<file path="src/rtl/serial_to_parallel_converter.sv">
`default_nettype none
// ============================================================================
// Module   : serial_to_parallel_converter
// Function : Reassembles LSB-first serial frames into DATA_W-bit words and
//            queues them in a small FIFO with a valid/ready output. Flags
//            words dropped on a full FIFO and frames broken by a valid gap.
// Revision : 1.0 - initial release
// ============================================================================
module serial_to_parallel_converter #(
  parameter int DATA_W = 4,
  parameter int DEPTH  = 4
) (
  input  logic                       clk,
  input  logic                       reset,
  input  logic                       serial_i,
  input  logic                       valid_i,
  output logic [DATA_W-1:0]          parallel_o,
  output logic                       out_valid_o,
  input  logic                       out_ready_i,
  output logic [$clog2(DEPTH+1)-1:0] fifo_count_o,
  output logic                       overflow_o,
  output logic                       frame_err_o
);

  localparam int CNT_W = $clog2(DATA_W);
  localparam int AW    = $clog2(DEPTH);
  localparam int PW    = AW + 1;
  localparam int FCW   = $clog2(DEPTH+1);
  localparam logic [CNT_W-1:0] LAST_BIT = CNT_W'(DATA_W-1);

  typedef enum logic [0:0] {
    IDLE  = 1'b0,
    SHIFT = 1'b1
  } state_t;

  state_t            state, state_nxt;
  logic [CNT_W-1:0]  bit_cnt, bit_cnt_nxt;
  logic [DATA_W-1:0] shreg, shreg_nxt;
  logic [DATA_W-1:0] word;
  logic              push;
  logic              abort;

  logic [DATA_W-1:0] mem [DEPTH];
  logic [PW-1:0]     wr_ptr, rd_ptr;
  logic [PW-1:0]     count;
  logic              full, empty, pop, wr_en, drop;

  // Assembly FSM next-state: places each valid bit at bit_cnt, completes on the last bit
  always_comb begin
    state_nxt   = state;
    bit_cnt_nxt = bit_cnt;
    shreg_nxt   = shreg;
    word        = shreg;
    word[bit_cnt] = serial_i;
    push        = 1'b0;
    abort       = 1'b0;
    case (state)
      IDLE: begin
        if (valid_i) begin
          shreg_nxt   = word;
          bit_cnt_nxt = CNT_W'(1);
          state_nxt   = SHIFT;
        end
      end
      SHIFT: begin
        if (valid_i) begin
          if (bit_cnt == LAST_BIT) begin
            // Word complete: hand it to the FIFO and be ready for a back-to-back frame
            push        = 1'b1;
            shreg_nxt   = '0;
            bit_cnt_nxt = '0;
            state_nxt   = IDLE;
          end else begin
            shreg_nxt   = word;
            bit_cnt_nxt = bit_cnt + CNT_W'(1);
          end
        end else begin
          // Valid gap inside a frame: drop the partial word
          abort       = 1'b1;
          shreg_nxt   = '0;
          bit_cnt_nxt = '0;
          state_nxt   = IDLE;
        end
      end
      default: begin
        state_nxt   = IDLE;
        bit_cnt_nxt = '0;
        shreg_nxt   = '0;
      end
    endcase
  end

  // Assembly FSM state, bit counter and partial-word registers
  always_ff @(posedge clk or posedge reset) begin
    if (reset) begin
      state   <= IDLE;
      bit_cnt <= '0;
      shreg   <= '0;
    end else begin
      state   <= state_nxt;
      bit_cnt <= bit_cnt_nxt;
      shreg   <= shreg_nxt;
    end
  end

  // FIFO status; a pop on a full FIFO frees the slot for a same-cycle push
  assign count        = wr_ptr - rd_ptr;
  assign full         = (count == PW'(DEPTH));
  assign empty        = (count == '0);
  assign pop          = !empty && out_ready_i;
  assign wr_en        = push && (!full || pop);
  assign drop         = push && full && !pop;
  assign out_valid_o  = !empty;
  assign fifo_count_o = FCW'(count);
  assign parallel_o   = mem[rd_ptr[AW-1:0]];

  // FIFO storage and pointers
  always_ff @(posedge clk or posedge reset) begin
    if (reset) begin
      for (int i = 0; i < DEPTH; i++) mem[i] <= '0;
      wr_ptr <= '0;
      rd_ptr <= '0;
    end else begin
      if (wr_en) begin
        mem[wr_ptr[AW-1:0]] <= word;
        wr_ptr <= wr_ptr + PW'(1);
      end
      if (pop) rd_ptr <= rd_ptr + PW'(1);
    end
  end

  // Single-cycle error pulses, raised the cycle after the event
  always_ff @(posedge clk or posedge reset) begin
    if (reset) begin
      overflow_o  <= 1'b0;
      frame_err_o <= 1'b0;
    end else begin
      overflow_o  <= drop;
      frame_err_o <= abort;
    end
  end

endmodule
`default_nettype wire

</file>
<file path="config.mk">
export PLATFORM = sky130hd
export DESIGN_NAME = serial_to_parallel_converter
export DESIGN_NICKNAME = d
export VERILOG_FILES = /design/src/rtl/serial_to_parallel_converter.sv
export SDC_FILE = /design/constraint.sdc
export NUM_CORES = 1
export LEC_CHECK = 0
export ABC_AREA = 1
export CORE_ASPECT_RATIO = 0.9
export CORE_UTILIZATION = 60
export CTS_CLUSTER_DIAMETER = 120
export DETAILED_ROUTE_END_ITERATION = 12
export DONT_BUFFER_PORTS = 1
export GPL_ROUTABILITY_DRIVEN = 0
export PLACE_DENSITY = 0.76
export SYNTH_ARGS = -nofsm -noshare
export SYNTH_HDL_FRONTEND = slang
export SYNTH_SLANG_ARGS = --single-unit
</file>
<file path="constraint.sdc">
create_clock -name clk -period 2.6 [get_ports clk]
set_clock_uncertainty 0.2 [all_clocks]
set_input_delay 0.39 -clock clk [delete_from_list [all_inputs] [get_ports clk]]
set_output_delay 0.39 -clock clk [all_outputs]
set_load 0.005 [all_outputs]
</file>
==> results.cfg, run 1 <==
[cts]
clk_latency_ns = 0.33
path_clk_slew_ns = 0.10
cts_root_buf = clkbuf_4
cts_tree = built
clock_path_buffers = 2
htree_levels = 2
clkSinkCount = 31
post_cts_buffers = 0
cts_buffers = 5

[detailed_routing]
wirelength_um = 3410
wl_per_cell_um = 13.6
drtIter0Drc = 106
postRouteAntennaNets = 0
drtPass1Iterations = 4
drc = 0
post_drt_via_cell_ratio = 5.41
vias = 1357

[place]
dp_slack_ns = 0.216
io_buffers = 0
hpwlAfterDp_um = 2610
place_inst = 238
placed_area_um2 = 1730

[logic_synthesis]
synth-edff-count = 0
yosys.area.top_type = dfrtp_1
ys_ff_latch = 31
synth_most_common_cell = nand2_1
synth_cells = 201
synthTopCellsByCount = nand2_1, dfrtp_1, inv_1, nand4_1, o21ai_0
synth_nets = 217
synth.distinct_cells = 23
synth_top_area_share_pct = 45.3
yosys_warnings = 0
synth_sequential_area_ratio_pct = 45.3
postSynth.asyncResetShare_pct = 100
syn-mean-instance-area_um2 = 8.52
synth_area_leaders = dfrtp_1, nand2_1, ha_1
synth_area_um2 = 1710
synth-main-ff-cell = dfrtp_1

[min_path]
min-delay-path-class = in -> reg

[power]
pwr-share-comb_pct = 44.6
power_frac_seq_pct = 36.8
intPower_mw = 1.01
peakVddDrop_v = 0.000531
switching_power_mw = 0.761
p_sw_share_pct = 43.0
pwr-share-clk_pct = 18.6
leakagePower_nw = 0.957
powerDensity_nw_per_um2 = 953

[critical_path]
arrival_ns = 1.84
cp_slowest_cell = fa_1
path_delay_family = adder cells
criticalPathCategory = reg -> out
critPathRequiredTime_ns = 2.01
cp_slowest_stage_delay_ns = 0.52
worst-path-max-fanout = 5
crit_chain = inv_1, ha_1, fa_1, nand2_1, nand3b_4
path_buf_inv = 1
start_kind = register
end_kind = output port

[flow_run]
maxCapViolations = 0

[timing]
setup_tns_ns = 0
hold_viol = 0
slew_viol_final = 0
setup_viol = 0
min_period_ns = 2.43
setup_slack_ns = 0.174
fmax_ghz = 0.412
finalCritPeriodShare_pct = 93.3
worst_slew_pin_slew_ns = 0.594
slew_headroom_pct = 60.0
grt_setup_unrepaired = no

[floorplan]
core_um2 = 2730
fp.dieH_um = 52.7
pin_count = 15
die_w_um = 58.3
initial_core_util_pct = 62.9
rows = 18
die_area_um2 = 3070

[layout]
area_growth_pct = 8.33
layout.cells.non_filler = 251
nets = 226
layout-drive-gt1-share_pct = 10.4
fillers = 238
fin_util_pct = 68.1
antenna_cells = 0
stdcell_area_um2 = 1860

[run_status]
status = completed

[global_routing]
grt_pass1_vias = 1298
grt_pass1_wl_um = 5690
grt_usage_pct = 25.2
antenna_found_initial = 0
grt_max_degree = 26
grt_overflow = 0
power groups by stage:
stage / Clock [mW] / Combinational (mW) / Sequential, mW
5_1_grt: 0.357 / 0.900 / 0.665
6_report: 0.329 / 0.788 / 0.650
3_3_place_gp: 0 / 0.742 / 0.657
3_5_place_dp: 0 / 0.782 / 0.661
2_1_floorplan: 0 / 0.669 / 0.637
4_1_cts: 0.333 / 0.790 / 0.651
worst reg2reg max path: stages, from the launching register on:
cell and delay [ns]:
dfrtp_1 0.40, inv_1 0.10, ha_1 0.22, fa_1 0.52, nand2_1 0.08, nor2_1 0.18, nand3_4 0.26, nand3_1 0.24
nand2_1 0.08, nand2_1 0.06
path summary, 6_finish.rpt:
kind | startpoint | endpoint | slack (ns) | cells past startpoint
setup / recovery | wr_ptr[0] | out_valid_o | 0.17 | 5
hold / removal | valid_i | shreg[3] | 0.02 | 1
setup reg to reg | wr_ptr[0] | mem[13] | 0.21 | 9
hold reg to reg | mem[5] | mem[5] | 0.27 | 2
max in group asynchronous | reset | mem[6] | 1.18 | 3
min in group asynchronous | reset | shreg[3] | 0.37 | 2
logic make-up (layout without fill, tap and decap cells):
kind of cell             after synthesis  after routing  synth area share [%]
AND/OR/NAND/NOR                      110            110                  30.9
flip-flops                            31             31                  45.3
AO/OA/AOI/OAI                         24             24                  7.74
buffers and inverters                 24             34                  7.09
adder cells (fa/ha/maj)               11             11                  8.47
XOR/XNOR                               1              1                 0.511
final cells by class:
cell class	count	area, µm²	area share (%)
Inverter	19	71.3	3.84
Timing Repair Buffer	7	65.1	3.51
Clock buffer	7	65.1	3.51
Tap cell	40	50.0	2.70
Sequential cell	31	776	41.8
Multi-Input combinational cell	146	821	44.2
Clock inverter	1	7.51	0.405
layer usage:
| metal | share of wire [%] | vias to the layer above | global-route usage, % | wire length (µm) |
|---|---|---|---|---|
| li1 | - | 690 | - | - |
| met1 | 44 | 628 | 32.2 | 1510 |
| met2 | 49 | 35 | 41.4 | 1680 |
| met3 | 5.8 | 4 | 7.41 | 197 |
| met4 | 0.73 | 0 | 7.94 | 25 |
| met5 | 0 | - | 0 | 0 |
metrics by stage:
stage | hold WS [ns] | total power, mW
after global routing | 0.00471 | 1.92
after floorplan | 0.237 | 1.31
after global placement | 0.164 | 1.40
after CTS | 0.00889 | 1.77
after detailed placement | 0.175 | 1.44
final | 0.0240 | 1.77
what timing repair did:
item                                    in CTS  in global routing
endpoints found under the setup margin       0                  1
endpoints found under the hold margin       19                  2
hold buffers                                 3                  2
gates resized for setup                      0                  1
state kept, by name, summed over array words and instances (netlist names):
signal and cells:
frame_err_o 1, rd_ptr 3, state 1, overflow_o 1
wr_ptr 3, shreg 4, mem 16, bit_cnt 2
placed cells by master, fill, tap and decap left out, types with 5 or more instances in the layout:
cell	Yosys	routed
o21ai_0	14	14
clkbuf_4	0	5
nor2_1	10	10
nand4_1	17	17
ha_1	10	10
dlygate4sd3_1	0	5
nand2_1	63	63
dfrtp_1	31	31
inv_1	17	17
nand3_1	11	10
Power figures use the tool's default switching activity.
==> run 2, diff against run 1 <==
--- a/config.mk
+++ b/config.mk
@@ -6,9 +6,11 @@
 export NUM_CORES = 1
 export LEC_CHECK = 0
 export ABC_AREA = 1
+export CAP_MARGIN = 20
 export CORE_ASPECT_RATIO = 0.9
 export CORE_UTILIZATION = 60
 export CTS_CLUSTER_DIAMETER = 120
+export CTS_CLUSTER_SIZE = 40
 export DETAILED_ROUTE_END_ITERATION = 12
 export DONT_BUFFER_PORTS = 1
 export GPL_ROUTABILITY_DRIVEN = 0
==> results of run 2 <==
Final layout, timing and power as in run 1 (identical DEF).
==> run 3, diff against run 2 <==
--- a/config.mk
+++ b/config.mk
@@ -15,6 +15,7 @@
 export DONT_BUFFER_PORTS = 1
 export GPL_ROUTABILITY_DRIVEN = 0
 export PLACE_DENSITY = 0.76
+export SKIP_CTS_REPAIR_TIMING = 1
 export SYNTH_ARGS = -nofsm -noshare
 export SYNTH_HDL_FRONTEND = slang
 export SYNTH_SLANG_ARGS = --single-unit
==> run 3 against run 2 <==
Net effect:
- the flow now finishes with violations (negative hold slack)
- worst hold slack worse by 0.031 ns
- global-route usage is 0.22 points lower
- first-iteration DRC count decreased by 4.7%
- sequential share of layout area is 0.46 points higher
- count of clock-buffer cells in the layout unchanged
- non-clock buffer count shrank 2
- total power decreased by 0.19%
- highest routed layer unchanged
- critical path type unchanged
- routed wire length down 0.26%
- register-to-register slack is essentially flat
- cell count decreased by 0.80%
- combinational power about the same
- critical endpoint unchanged
- clock power about the same
==> results.cfg, run 3 (synthesis results as in run 1) <==
[timing]
grt_setup_unrepaired = no
setup_tns_ns = 0
setup_viol = 0
slew_viol_final = 0
finalCritPeriodShare_pct = 93.4
hold_viol = 3
worst_slew_pin_slew_ns = 0.614
worst_hold_slack_ns = -0.00743
slew_headroom_pct = 58.6
fmax_ghz = 0.412
min_period_ns = 2.43

[critical_path]
reg2regPathDepth = 9
cp_slowest_cell = fa_1
path_buf_inv = 1
criticalPathCategory = reg -> out
critPathRequiredTime_ns = 2.01
worst-path-max-fanout = 5
cp_slowest_stage_delay_ns = 0.52
worst-path-stages = 5
crit_chain = inv_1, ha_1, fa_1, nand2_1, nand3b_4
end_kind = output port
arrival_ns = 1.84
start_kind = register
path_delay_family = adder cells

[global_routing]
grt_pass1_vias = 1288
grt_overflow = 0
grt_max_degree = 26
antenna_found_initial = 0
grt_usage_pct = 25.0
grt_pass1_wl_um = 5640

[min_path]
min-delay-path-class = in -> reg
hold_depth = 2

[layout]
mostFrequentLayoutCells = nand2_1, dfrtp_1, inv_1, nand4_1, o21ai_0
top_regs = mem (16), shreg (4)
antenna_cells = 0
max_flop_register = mem
layout-drive-gt1-share_pct = 10.5
fin_util_pct = 67.4
largest_reg_flops = 16
area_growth_pct = 7.16
final_common_cell = nand2_1
nets = 224
stdcell_area_um2 = 1840

[cts]
clock_path_buffers = 2
htree_levels = 2
clkSinkCount = 31
cts_tree = built
clk_latency_ns = 0.33
cts_buffers = 5
cts_root_buf = clkbuf_4
path_clk_slew_ns = 0.10

[place]
placed_area_um2 = 1730
io_buffers = 0
hpwlAfterDp_um = 2610

[run_status]
status = finished, violations left
violations = negative hold slack

[floorplan]
die_w_um = 58.3
fp.dieH_um = 52.7
die_area_um2 = 3070
pin_count = 15
core_um2 = 2730
initial_core_util_pct = 62.9
rows = 18

[detailed_routing]
postRouteAntennaNets = 0
wl_per_cell_um = 13.7
post_drt_via_cell_ratio = 5.50
drtPass1Iterations = 4
wirelength_um = 3400
vias = 1369
drc = 0
drtIter0Drc = 101

[power]
peakVddDrop_v = 0.000525
leakagePower_nw = 0.948
powerDensity_nw_per_um2 = 961

[flow_run]
maxCapViolations = 0
[run 3: cell count changes in the layout (fill, tap and decap cells not counted), sizes merged]
cell / before / now
dlygate4sd3: 5 / 3
[run 3: area by class of cell]
type | instances | area, µm²
tap | 40 | 50.0
clock buffer | 7 | 65.1
timing repair buffer | 5 | 45.0
inverter | 19 | 71.3
multi-input combinational | 146 | 821
sequential | 31 | 776
fill | 238 | 890
clock inverter | 1 | 7.51
[run 3: metal layers]
layer,wire length (µm),vias to the layer above,track usage [%]
met3,203,6,7.41
li1,-,686,-
met4,34,0,7.94
met5,0,-,0
met1,1480,640,32.0
met2,1680,37,40.8
[run 3: through the flow]
| step | power [mW] | worst slack, ns | instances |
|---|---|---|---|
| after floorplan | 1.31 | 0.534 | 201 |
| after global placement | 1.40 | 0.295 | 238 |
| after detailed placement | 1.44 | 0.216 | 238 |
| after CTS | 1.77 | 0.162 | 246 |
| after global routing | 1.92 | 0.0117 | 249 |
| final | 1.76 | 0.172 | 249 |
[run 3: worst paths after layout]
path / slack [ns] / start / to
worst min register to register: 0.28 / mem[5] / mem[5]
min in group asynchronous: 0.36 / reset / shreg[3]
worst min-delay path: -0.007 / out_ready_i / rd_ptr[2]
max in group asynchronous: 1.18 / reset / mem[1]
worst max-delay path: 0.17 / wr_ptr[0] / out_valid_o
worst max register to register: 0.21 / wr_ptr[0] / mem[13]
[run 3: power breakdown]
| group | leakage, nW | internal, mW | total, mW | switching (mW) |
|---|---|---|---|---|
| Clock | 0.0375 | 0.158 | 0.327 | 0.169 |
| Sequential | 0.416 | 0.569 | 0.651 | 0.0827 |
| Combinational | 0.495 | 0.278 | 0.786 | 0.507 |
| Total | 0.948 | 1.01 | 1.76 | 0.760 |
